<file path="src/rtl/cereal_rx_if.sv">
// Receive-side bus of the cereal UART: serial pin in, byte and status strobes out.
interface cereal_rx_if;
  logic       rx;
  logic [7:0] data;
  logic       valid;
  logic       frame_err;
  logic       parity_err;
  logic       busy;

  modport master (input rx, output data, valid, frame_err, parity_err, busy);
  modport slave  (output rx, input data, valid, frame_err, parity_err, busy);
endinterface

</file>
<file path="src/rtl/cereal_rx.sv">
// cereal_rx: 8N1 UART receiver with mid-bit sampling from an internal bit-period counter.
// Define CEREAL_RX_PARITY_EN to receive 8E1 frames and report parity_err.
module cereal_rx #(
  parameter int CLKS_PER_BIT = 5208,
  parameter int HALF_BIT     = CLKS_PER_BIT / 2
) (
  input  logic         sysclk,
  input  logic         rst_n,
  cereal_rx_if.master  bus
);

  localparam logic [2:0] IDLE   = 3'd0;
  localparam logic [2:0] START  = 3'd1;
  localparam logic [2:0] DATA   = 3'd2;
  localparam logic [2:0] STOP   = 3'd4;
  localparam logic [2:0] BREAK  = 3'd5;
`ifdef CEREAL_RX_PARITY_EN
  localparam logic [2:0] PARITY = 3'd3;
`endif

  localparam logic [15:0] BIT_RELOAD  = 16'(CLKS_PER_BIT - 1);
  localparam logic [15:0] HALF_RELOAD = 16'(HALF_BIT - 1);

  logic [2:0]  state_q, state_d;
  logic [15:0] cnt_q, cnt_d;
  logic [2:0]  idx_q, idx_d;
  logic [7:0]  shift_q, shift_d;
  logic [7:0]  data_q, data_d;
  logic        valid_q, valid_d;
  logic        ferr_q, ferr_d;
  logic        rx_meta_q, rx_s_q;
  logic        tick;
`ifdef CEREAL_RX_PARITY_EN
  logic        par_bad_q, par_bad_d;
  logic        perr_q, perr_d;
`endif

  assign tick = (cnt_q == 16'd0);

  always_comb begin
    state_d = state_q;
    cnt_d   = tick ? cnt_q : cnt_q - 16'd1;
    idx_d   = idx_q;
    shift_d = shift_q;
    data_d  = data_q;
    valid_d = 1'b0;
    ferr_d  = 1'b0;
`ifdef CEREAL_RX_PARITY_EN
    par_bad_d = par_bad_q;
    perr_d    = 1'b0;
`endif
    case (state_q)
      IDLE: if (!rx_s_q) begin
        state_d = START;
        cnt_d   = HALF_RELOAD;
      end
      START: if (tick) begin
        if (!rx_s_q) begin
          state_d = DATA;
          cnt_d   = BIT_RELOAD;
          idx_d   = 3'd0;
        end else begin
          state_d = IDLE;
          cnt_d   = 16'd0;
        end
      end
      DATA: if (tick) begin
        shift_d[idx_q] = rx_s_q;
        cnt_d          = BIT_RELOAD;
        idx_d          = idx_q + 3'd1;
`ifdef CEREAL_RX_PARITY_EN
        if (idx_q == 3'd7) state_d = PARITY;
      end
      PARITY: if (tick) begin
        // Even parity: the parity bit equals the XOR of the eight data bits.
        par_bad_d = rx_s_q ^ (^shift_q);
        cnt_d     = BIT_RELOAD;
        state_d   = STOP;
`else
        if (idx_q == 3'd7) state_d = STOP;
`endif
      end
      // Leave at mid-stop so a start bit right after the stop bit is caught.
      STOP: if (tick) begin
        cnt_d = 16'd0;
        if (rx_s_q) begin
          state_d = IDLE;
`ifdef CEREAL_RX_PARITY_EN
          if (par_bad_q) perr_d = 1'b1;
          else begin
            data_d  = shift_q;
            valid_d = 1'b1;
          end
`else
          data_d  = shift_q;
          valid_d = 1'b1;
`endif
        end else begin
          ferr_d  = 1'b1;
          state_d = BREAK;
        end
      end
      BREAK: if (rx_s_q) state_d = IDLE;
      default: begin
        state_d = IDLE;
        cnt_d   = 16'd0;
      end
    endcase
  end

  always_ff @(posedge sysclk or negedge rst_n) begin
    if (!rst_n) begin
      rx_meta_q <= 1'b1;
      rx_s_q    <= 1'b1;
      state_q   <= IDLE;
      cnt_q     <= 16'd0;
      idx_q     <= 3'd0;
      shift_q   <= 8'h00;
      data_q    <= 8'h00;
      valid_q   <= 1'b0;
      ferr_q    <= 1'b0;
`ifdef CEREAL_RX_PARITY_EN
      par_bad_q <= 1'b0;
      perr_q    <= 1'b0;
`endif
    end else begin
      rx_meta_q <= bus.rx;
      rx_s_q    <= rx_meta_q;
      state_q   <= state_d;
      cnt_q     <= cnt_d;
      idx_q     <= idx_d;
      shift_q   <= shift_d;
      data_q    <= data_d;
      valid_q   <= valid_d;
      ferr_q    <= ferr_d;
`ifdef CEREAL_RX_PARITY_EN
      par_bad_q <= par_bad_d;
      perr_q    <= perr_d;
`endif
    end
  end

  assign bus.data      = data_q;
  assign bus.valid     = valid_q;
  assign bus.frame_err = ferr_q;
  assign bus.busy      = (state_q != IDLE);
`ifdef CEREAL_RX_PARITY_EN
  assign bus.parity_err = perr_q;
`else
  assign bus.parity_err = 1'b0;
`endif

endmodule

</file>
<file path="src/flat_wrapper.sv">
// flat-port wrapper written by rule: the top's interface ports become plain ports
module cereal_rx_flat 
#(
  parameter int CLKS_PER_BIT = 5208,
  parameter int HALF_BIT     = CLKS_PER_BIT / 2
)
  (sysclk, rst_n, bus_rx, bus_data, bus_valid, bus_frame_err, bus_parity_err, bus_busy);
  cereal_rx_if bus_i ();
  input  logic sysclk;
  input  logic rst_n;
  input wire logic [$bits(bus_i.rx)-1:0] bus_rx;
  output wire logic [$bits(bus_i.data)-1:0] bus_data;
  output wire logic [$bits(bus_i.valid)-1:0] bus_valid;
  output wire logic [$bits(bus_i.frame_err)-1:0] bus_frame_err;
  output wire logic [$bits(bus_i.parity_err)-1:0] bus_parity_err;
  output wire logic [$bits(bus_i.busy)-1:0] bus_busy;
  assign bus_i.rx = bus_rx;
  assign bus_data = bus_i.data;
  assign bus_valid = bus_i.valid;
  assign bus_frame_err = bus_i.frame_err;
  assign bus_parity_err = bus_i.parity_err;
  assign bus_busy = bus_i.busy;
  cereal_rx #(.CLKS_PER_BIT(CLKS_PER_BIT), .HALF_BIT(HALF_BIT)) u_core (.sysclk(sysclk), .rst_n(rst_n), .bus(bus_i));
endmodule
</file>
<file path="config.mk">
export PLATFORM = sky130hd
export DESIGN_NAME = cereal_rx_flat
export DESIGN_NICKNAME = d
export VERILOG_FILES = /design/src/rtl/cereal_rx_if.sv /design/src/rtl/cereal_rx.sv /design/src/flat_wrapper.sv
export SDC_FILE = /design/constraint.sdc
export NUM_CORES = 1
export LEC_CHECK = 0
export ABC_AREA = 1
export CELL_PAD_IN_SITES_DETAIL_PLACEMENT = 0
export CELL_PAD_IN_SITES_GLOBAL_PLACEMENT = 1
export CORE_MARGIN = 1
export CORE_UTILIZATION = 49
export CTS_BUF_LIST = sky130_fd_sc_hd__clkbuf_8
export CTS_CLUSTER_DIAMETER = 120
export DETAILED_ROUTE_END_ITERATION = 8
export GPL_TIMING_DRIVEN = 0
export PLACE_DENSITY_LB_ADDON = 0.1
export SYNTH_ARGS = -nofsm -noshare
export SYNTH_HDL_FRONTEND = slang
export SYNTH_SLANG_ARGS = --single-unit
</file>
<file path="constraint.sdc">
create_clock -name sysclk -period 3 [get_ports sysclk]
set_input_delay 0.6 -clock sysclk [delete_from_list [all_inputs] [get_ports sysclk]]
set_output_delay 0.6 -clock sysclk [all_outputs]
set_load 0.02 [all_outputs]
</file>
==> metrics.log, run 1 <==
INFO  metric run_status = complete, no violations
INFO  metric detail_route.wl_per_cell = between 10 and 15 um
INFO  metric switchingPower = roughly 230 uW
INFO  metric final_nets = 335
INFO  metric post_synth_net_total = 314
INFO  metric grt_pass1_wl = 8180 um
INFO  metric setup-violations-final = 0
INFO  metric floorplan.die.height = 71.2 um
INFO  metric postSynthAreaPerCell = 7.68 um^2
INFO  metric floorplan.initialDensity = roughly 52%
INFO  metric number_of_h_tree_levels = 2
INFO  metric crit_arrival = 1810 ps
INFO  metric grt_antenna_before_repair = 0
INFO  metric clk_latency = 290 ps
INFO  metric die_w = 71.2 um
INFO  metric multi_input_area = 1130 um^2
INFO  metric numPortBuffers = 13
INFO  metric p_sw_share = 23.6%
INFO  metric critical_path_required = between 2000 and 2500 ps
INFO  metric clock_path_buffers = 2
INFO  metric postCtsResizedCells = 0
INFO  metric layout-drive-gt1-share = 11.6%
INFO  metric intPower = 742 uW
INFO  metric drt_drc_violations_left = 0
INFO  metric core_area = 4470 um^2
INFO  metric area_of_the_die = around 5100 um^2
INFO  metric max_cap_violations = 0
INFO  metric static-leakage-power = 0.00138 uW
INFO  metric cts_tree = done
INFO  metric post-route-util = 59.2%
INFO  metric synth_area = 2340 um^2
INFO  metric synth.distinct_cells = 34
INFO  metric final_min_period_over_clock_period = 80.2%
INFO  metric hold-worst-slack = 234 ps
INFO  metric grt_overflow = 0
INFO  metric r2r_slack = between 1000 and 1500 ps
INFO  metric critical_path_class = register to output port
INFO  metric timing.fmax = 0.415 GHz
INFO  metric kind_of_path_behind_the_tightest_hold_check = input pin to asynchronous set/reset pin
INFO  metric clock-root-buffer = sky130_fd_sc_hd__clkbuf_8
INFO  metric worst-path-max-fanout = 5
INFO  metric dp_hpwl = 3620 um
INFO  metric grt_pass1_vias = 1732
INFO  metric ir_worst_vdd = between 0.2 and 0.25 mV
INFO  metric num-fill-cells = between 400 and 500
INFO  metric route.vias.total = 1937
INFO  metric drt_iter0_markers = 131
INFO  metric yosys_warnings = 0
INFO  metric post_cts_repair_timing_setup_buffer_count = 0
INFO  metric ys_seq_area_share = 45.0%
INFO  metric clk_pin_slew = roughly 90 ps
INFO  metric overall_power = 971 uW
INFO  metric grt_start_max_net_pins = 27
INFO  metric timing.critical_path.to_type = output port
INFO  metric floorplan.rows = 24
INFO  metric rsz_0062_raised_after_global_routing = false
INFO  metric ys_seq_elements = 42
INFO  metric grt_use_total = 20.8%
INFO  metric design.portCount = 15
INFO  metric routabilityCongestion = ~0.81
INFO  metric pwr-share-seq = 58.7%
INFO  metric sequential_cell_area = 1050 um^2
INFO  metric tritoncts.num_buffers = 5
INFO  metric final_antenna_net_count = 0
INFO  metric area_delta_synth_final = 13.0%
INFO  metric setup_total_negative_slack = 0 ps
INFO  metric n_antenna_cell = 0
INFO  metric final-max-slew-violation-count = 0
INFO  metric p_per_area = 367 nW/um^2
INFO  metric syn_inst = 305
INFO  metric layout_min_cycle_time = about 2400 ps
INFO  metric cts_num_sinks = 42
INFO  metric fin_skew = a little over 5 ps
INFO  metric total_wire_length_after_detailed_routing = 4740 um
INFO  metric final_hold_viol_count = 0
INFO  metric detail_route.vias_per_cell = 5.11
INFO  metric start_kind = register
INFO  metric cts.hold.buffers_added = 0
INFO  metric drt-pass1-iter-count = 6
INFO  metric share_comb_of_total_power = between 2 and 2.5%
INFO  metric share_clk_of_total_power = 39.1%
==> Yosys cell counts <==
library cell,count,area share [%]
sky130_fd_sc_hd__nand3_1,33,7.0
sky130_fd_sc_hd__buf_2,1,0.21
sky130_fd_sc_hd__nor3_2,1,0.43
sky130_fd_sc_hd__or2_1,1,0.27
sky130_fd_sc_hd__clkbuf_1,1,0.16
sky130_fd_sc_hd__nand3_4,2,1.5
sky130_fd_sc_hd__a21oi_1,8,1.7
sky130_fd_sc_hd__nor2_8,1,0.85
sky130_fd_sc_hd__nor2_4,2,0.96
sky130_fd_sc_hd__a21oi_4,1,0.69
sky130_fd_sc_hd__inv_1,33,5.3
sky130_fd_sc_hd__xor2_1,1,0.37
sky130_fd_sc_hd__nor3_4,1,0.69
sky130_fd_sc_hd__o21bai_1,1,0.32
sky130_fd_sc_hd__nand4_1,3,0.80
sky130_fd_sc_hd__ha_1,6,3.2
sky130_fd_sc_hd__nand2_1,93,15
sky130_fd_sc_hd__o31ai_1,1,0.32
sky130_fd_sc_hd__conb_1,1,0.16
sky130_fd_sc_hd__inv_2,2,0.32
sky130_fd_sc_hd__nand2_2,4,1.1
sky130_fd_sc_hd__xnor2_1,1,0.37
sky130_fd_sc_hd__dfstp_2,2,2.2
sky130_fd_sc_hd__buf_4,1,0.32
sky130_fd_sc_hd__nor2_2,6,1.6
sky130_fd_sc_hd__o211ai_1,2,0.64
sky130_fd_sc_hd__nand2_4,1,0.48
sky130_fd_sc_hd__o21ai_0,14,3.0
sky130_fd_sc_hd__dfrtp_1,40,43
sky130_fd_sc_hd__o21ai_1,6,1.3
sky130_fd_sc_hd__clkinv_2,1,0.21
sky130_fd_sc_hd__buf_6,1,0.48
sky130_fd_sc_hd__or2_2,1,0.27
sky130_fd_sc_hd__nor2_1,32,5.1
==> sequential cells by signal, summed over array words and instances (netlist names), 3 cells and up <==
| name | cells |
|---|---|
| u_core.shift_q | 8 |
| u_core.idx_q | 3 |
| u_core.cnt_q | 16 |
| u_core.bus.data | 8 |
| u_core.state_q | 3 |
==> metal layers <==
layer  vias up  GRT usage [%]  part of all wire (%)
li1       1011              -                     -
met3         4           2.99                   3.6
met4         0           7.33                   1.1
met2        31           30.7                    43
met5         -              0                     0
met1       891           31.2                    52
==> layout by cell type (no fill, tap or decap), drive strengths merged <==
master	n
nand2	98
nor2	41
dfrtp	40
inv	36
nand3	35
o21ai	20
clkdlybuf4s50	12
a21oi	9
ha	6
clkbuf	6
buf	5
nand4	3
o211ai	2
dfstp	2
nor3	2
or2	2
clkinv	2
xor2	1
o21bai	1
xnor2	1
o31ai	1
conb	1
clkinvlp	1
==> cell type report <==
class,instances,share of cell area [%]
clock buffers,5,2.60
clock inverters,3,0.945
plain buffers,4,1.04
well taps,52,2.46
multi-input cells,223,42.5
flip-flops and latches,42,39.8
inverters,36,5.15
repair buffers,14,5.48
==> logic make-up (layout without fill, tap and decap cells) <==
group / count (synthesis) / after routing / share of synthesized area (%)
xor+xnor: 2 / 2 / 0.748
fa+ha+maj: 6 / 6 / 3.20
buf+inv: 40 / 62 / 6.99
compound gates: 33 / 33 / 7.96
flops: 42 / 42 / 45.0
simple gates: 181 / 181 / 36.0
other cells: 1 / 1 / 0.160
==> worst max-delay path: stages (launching register included) <==
cell and delay (ps):
sky130_fd_sc_hd__dfrtp_1 450, sky130_fd_sc_hd__inv_1 130, sky130_fd_sc_hd__nand2_1 60, sky130_fd_sc_hd__nor2_1 230, sky130_fd_sc_hd__inv_1 90, sky130_fd_sc_hd__clkdlybuf4s50_1 540
==> power groups by stage <==
stage	registers (uW)	clock network, uW	logic (uW)
4_1_cts	570	391	22.6
3_3_place_gp	581	0	19.8
2_1_floorplan	581	0	4.71
5_1_grt	570	413	25.3
6_report	570	379	21.5
3_5_place_dp	581	0	22.6
==> path summary, 6_finish.rpt <==
kind / startpoint / endpoint / cells past startpoint
worst max-delay path: u_core.state_q[2]$_DFFE_PN0P_ / bus_busy / 5
worst min-delay path: rst_n / u_core.cnt_q[7]$_DFF_PN0_ / 1
worst max register to register: u_core.cnt_q[0]$_DFF_PN0_ / u_core.cnt_q[0]$_DFF_PN0_ / 10
worst min register to register: u_core.rx_meta_q$_DFF_PN1_ / u_core.rx_s_q$_DFF_PN1_ / 0
max in group asynchronous: rst_n / u_core.rx_s_q$_DFF_PN1_ / 2
min in group sysclk: u_core.rx_meta_q$_DFF_PN1_ / u_core.rx_s_q$_DFF_PN1_ / 0
==> stage by stage <==
stage	instances	setup WS [ps]	instance area (um^2)
6_report	379	593	2650
5_1_grt	379	455	2650
4_1_cts	379	569	2650
3_5_place_dp	371	914	2550
3_3_place_gp	370	211	2540
2_1_floorplan	305	1360	2340
(Power assumes the default switching activity.)
==> run 2: changes to the inputs <==
CORE_UTILIZATION = 41   (was 49)
clock period = 2.2 ns   (was 3 ns; I/O delays follow)
==> run 2 against run 1 <==
  * Clock power up 33%
  * Wire length grew 5.9%
  * Critical path depth unchanged
  * Count of clock-buffer cells in the layout stayed put
  * Sequential power grew 36%
  * Global-route usage down 2.3 points
  * Via count rose by 0.93%
  * Sequential share of layout area decreased by 0.34 points
  * Clock skew increased by 2.6 ps
  * Critical endpoint unchanged
  * Highest routed layer unchanged
==> metrics.log, run 2 (same netlist as run 1, synthesis figures left out) <==
INFO  metric setup_total_negative_slack = 0 ps (unchanged)
INFO  metric p_per_area = 492 nW/um^2 (+34%)
INFO  metric regMostFlops = u_core.cnt_q
INFO  metric grt_antenna_before_repair = 0 (unchanged)
INFO  metric area_delta_synth_final = 13.9%
INFO  metric placement.setup.worst_slack = 262 ps (-652 ps)
INFO  metric final.setup.worst_slack = 232 ps (-361 ps)
INFO  metric design.portCount = 15 (unchanged)
INFO  metric final_antenna_net_count = 0 (unchanged)
INFO  metric stdcell_area = 2670 um^2 (+0.85%)
INFO  metric grt_start_max_net_pins = 28 (+3.7%)
INFO  metric drt_iter0_markers = 86 (-34%)
INFO  metric grt_pass1_wl = 8650 um (+5.7%)
INFO  metric core_area = 5510 um^2 (+23%)
INFO  metric layout_min_cycle_time = 1970 ps
INFO  metric numPortBuffers = 13 (unchanged)
INFO  metric grt_use_total = 18.5% (-2.3 points)
INFO  metric placedInstanceArea = 2580 um^2 (+0.98%)
INFO  metric clk_latency = 300 ps (about the same)
INFO  metric final_hold_viol_count = 0 (unchanged)
INFO  metric grt_overflow = 0 (unchanged)
INFO  metric commonest_non_fill_non_tap_cell_in_the_layout = sky130_fd_sc_hd__nand2_1
INFO  metric tritoncts.num_buffers = 5 (unchanged)
INFO  metric floorplan.die.height = 77.6 um (+9.1%)
INFO  metric layout-drive-gt1-share = 11.9% (+0.31 points)
INFO  metric start_kind = register
INFO  metric worst-path-max-fanout = 5 (unchanged)
INFO  metric cts_num_sinks = 42 (unchanged)
INFO  metric critical_path_class = register to output port
INFO  metric routabilityCongestion = 0.768 (-4.9%)
INFO  metric clk_pin_slew = 80 ps (about the same)
INFO  metric drt-pass1-iter-count = 4 (-2)
INFO  metric grt_pass1_vias = 1820 (+5.1%)
INFO  metric area_of_the_die = 6020 um^2 (+19%)
INFO  metric fin_skew = 7.78 ps (+2.59 ps)
INFO  metric post_cts_repair_timing_setup_buffer_count = 0 (unchanged)
INFO  metric rsz_0062_raised_after_global_routing = false
INFO  metric floorplan.initialDensity = 42.6% (-9.8 points)
INFO  metric sequential_cell_area = 1050 um^2 (unchanged)
INFO  metric critical_path.most_common_cell = sky130_fd_sc_hd__inv_1
INFO  metric detail_route.wl_per_cell = 12.6 um (+0.64%)
INFO  metric ir_worst_vdd = 0.282 mV (+35%)
INFO  metric die_w = 77.6 um (+9.1%)
INFO  metric dp_hpwl = 3770 um (+4.2%)
INFO  metric worstPathCellList = inv_1, nand2_1, nor2_2, inv_1, dlygate4sd2_1
INFO  metric cts_tree = done
INFO  metric timing.critical_path.to_type = output port
INFO  metric number_of_h_tree_levels = 2 (unchanged)
INFO  metric final_nets = 335 (unchanged)
INFO  metric critical_path_required = 1760 ps (-640 ps)
INFO  metric total_wire_length_after_detailed_routing = 5030 um (+5.9%)
INFO  metric final_min_period_over_clock_period = slightly below 90%
INFO  metric floorplan.rows = 27 (+13%)
INFO  metric drt_drc_violations_left = 0 (unchanged)
INFO  metric post-route-util = 48.5% (-11 points)
INFO  metric final-max-slew-violation-count = 0 (unchanged)
INFO  metric clock_path_buffers = 2 (unchanged)
INFO  metric setup-violations-final = 0 (unchanged)
INFO  metric detail_route.vias_per_cell = 4.90 (-4.1%)
INFO  metric clock-root-buffer = sky130_fd_sc_hd__clkbuf_8
INFO  metric path_buf_inv = 3 (unchanged)
INFO  metric run_status = complete, no violations
INFO  metric timing.fmax = 0.508 GHz
INFO  metric max_cap_violations = 0 (unchanged)
INFO  metric worst_path_dominant_cell_family = buffers and inverters
INFO  metric crit_arrival = 1530 ps (-280 ps)
INFO  metric kind_of_path_behind_the_tightest_hold_check = input pin to asynchronous set/reset pin
INFO  metric largest_register_ffs = 16 (unchanged)
INFO  metric multi_input_area = 1130 um^2 (+0.22%)
INFO  metric static-leakage-power = 0.00138 uW (-0.24%)
INFO  metric route.vias.total = 1955 (+0.93%)
INFO  metric cts.hold.buffers_added = 0 (unchanged)
INFO  metric cp_slowest_cell = sky130_fd_sc_hd__dfrtp_1
INFO  metric commonest_cells_after_routing_fill_and_taps_aside = sky130_fd_sc_hd__nand2_1, sky130_fd_sc_hd__dfrtp_1, sky130_fd_sc_hd__inv_1, sky130_fd_sc_hd__nand3_1, sky130_fd_sc_hd__nor2_1
INFO  metric cpPeakStageDelay = 440 ps (-100 ps)
INFO  metric n_antenna_cell = 0 (unchanged)
INFO  metric num-fill-cells = 587 (+37%)
-- run 2: changes by cell type in the layout (fill, tap and decap cells not counted), sizes merged --
cell,delta
dlygate4sd2,+1
clkinv,+1
clkdlybuf4s50,-1
inv,-1
-- run 2: cell type report --
class | instances | area share [%]
repair buffers | 14 | 5.39
clock inverters | 3 | 0.797
well taps | 72 | 3.37
plain buffers | 4 | 1.03
inverters | 36 | 5.11
flip-flops and latches | 42 | 39.5
clock buffers | 5 | 2.58
multi-input cells | 223 | 42.3
-- run 2: path summary, 6_finish.rpt --
check	cells past startpoint	slack, ps	end	from
setup / recovery	5	230	bus_busy	u_core.state_q[2]$_DFFE_PN0P_
hold / removal	1	70	u_core.cnt_q[7]$_DFF_PN0_	rst_n
setup reg to reg	10	280	u_core.cnt_q[0]$_DFF_PN0_	u_core.cnt_q[0]$_DFF_PN0_
hold reg to reg	0	360	u_core.rx_s_q$_DFF_PN1_	u_core.rx_meta_q$_DFF_PN1_
max in group asynchronous	2	1560	u_core.rx_s_q$_DFF_PN1_	rst_n
min in group sysclk	0	360	u_core.rx_s_q$_DFF_PN1_	u_core.rx_meta_q$_DFF_PN1_
-- run 2: power breakdown --
group / total (uW) / leakage, uW / switching (uW) / internal, uW
combinational: 30.2 / 0.000804 / 22.6 / 7.64
sequential: 777 / 0.000528 / 2.73 / 775
clock: 505 / 0.0000441 / 282 / 223
-- run 2: repair_timing --
| action | CTS | global route |
|---|---|---|
| resized for setup | 2 | 0 |
| endpoints found under the hold margin | 0 | 0 |
| endpoints found under the setup margin | 1 | 0 |
-- run 2: metal layers --
metal	vias up	wire length [um]	global-route usage (%)
met4	0	53	5.66
li1	1011	-	-
met3	5	150	3.53
met1	912	2600	27.2
met2	27	2220	27.3
met5	-	0	0
-- run 2: metrics by stage --
stage	total power, uW	hold slack, ps	std cells
after floorplan	798	144	305
after global placement	821	345	390
after detailed placement	824	347	391
after CTS	1330	70.0	399
after global routing	1360	90.9	399
final	1310	74.4	399
==> run 3: changes to the inputs <==
CTS_CLUSTER_SIZE = 8   (was unset)
==> results of run 3 <==
Final layout, timing and power as in run 2 (identical DEF).
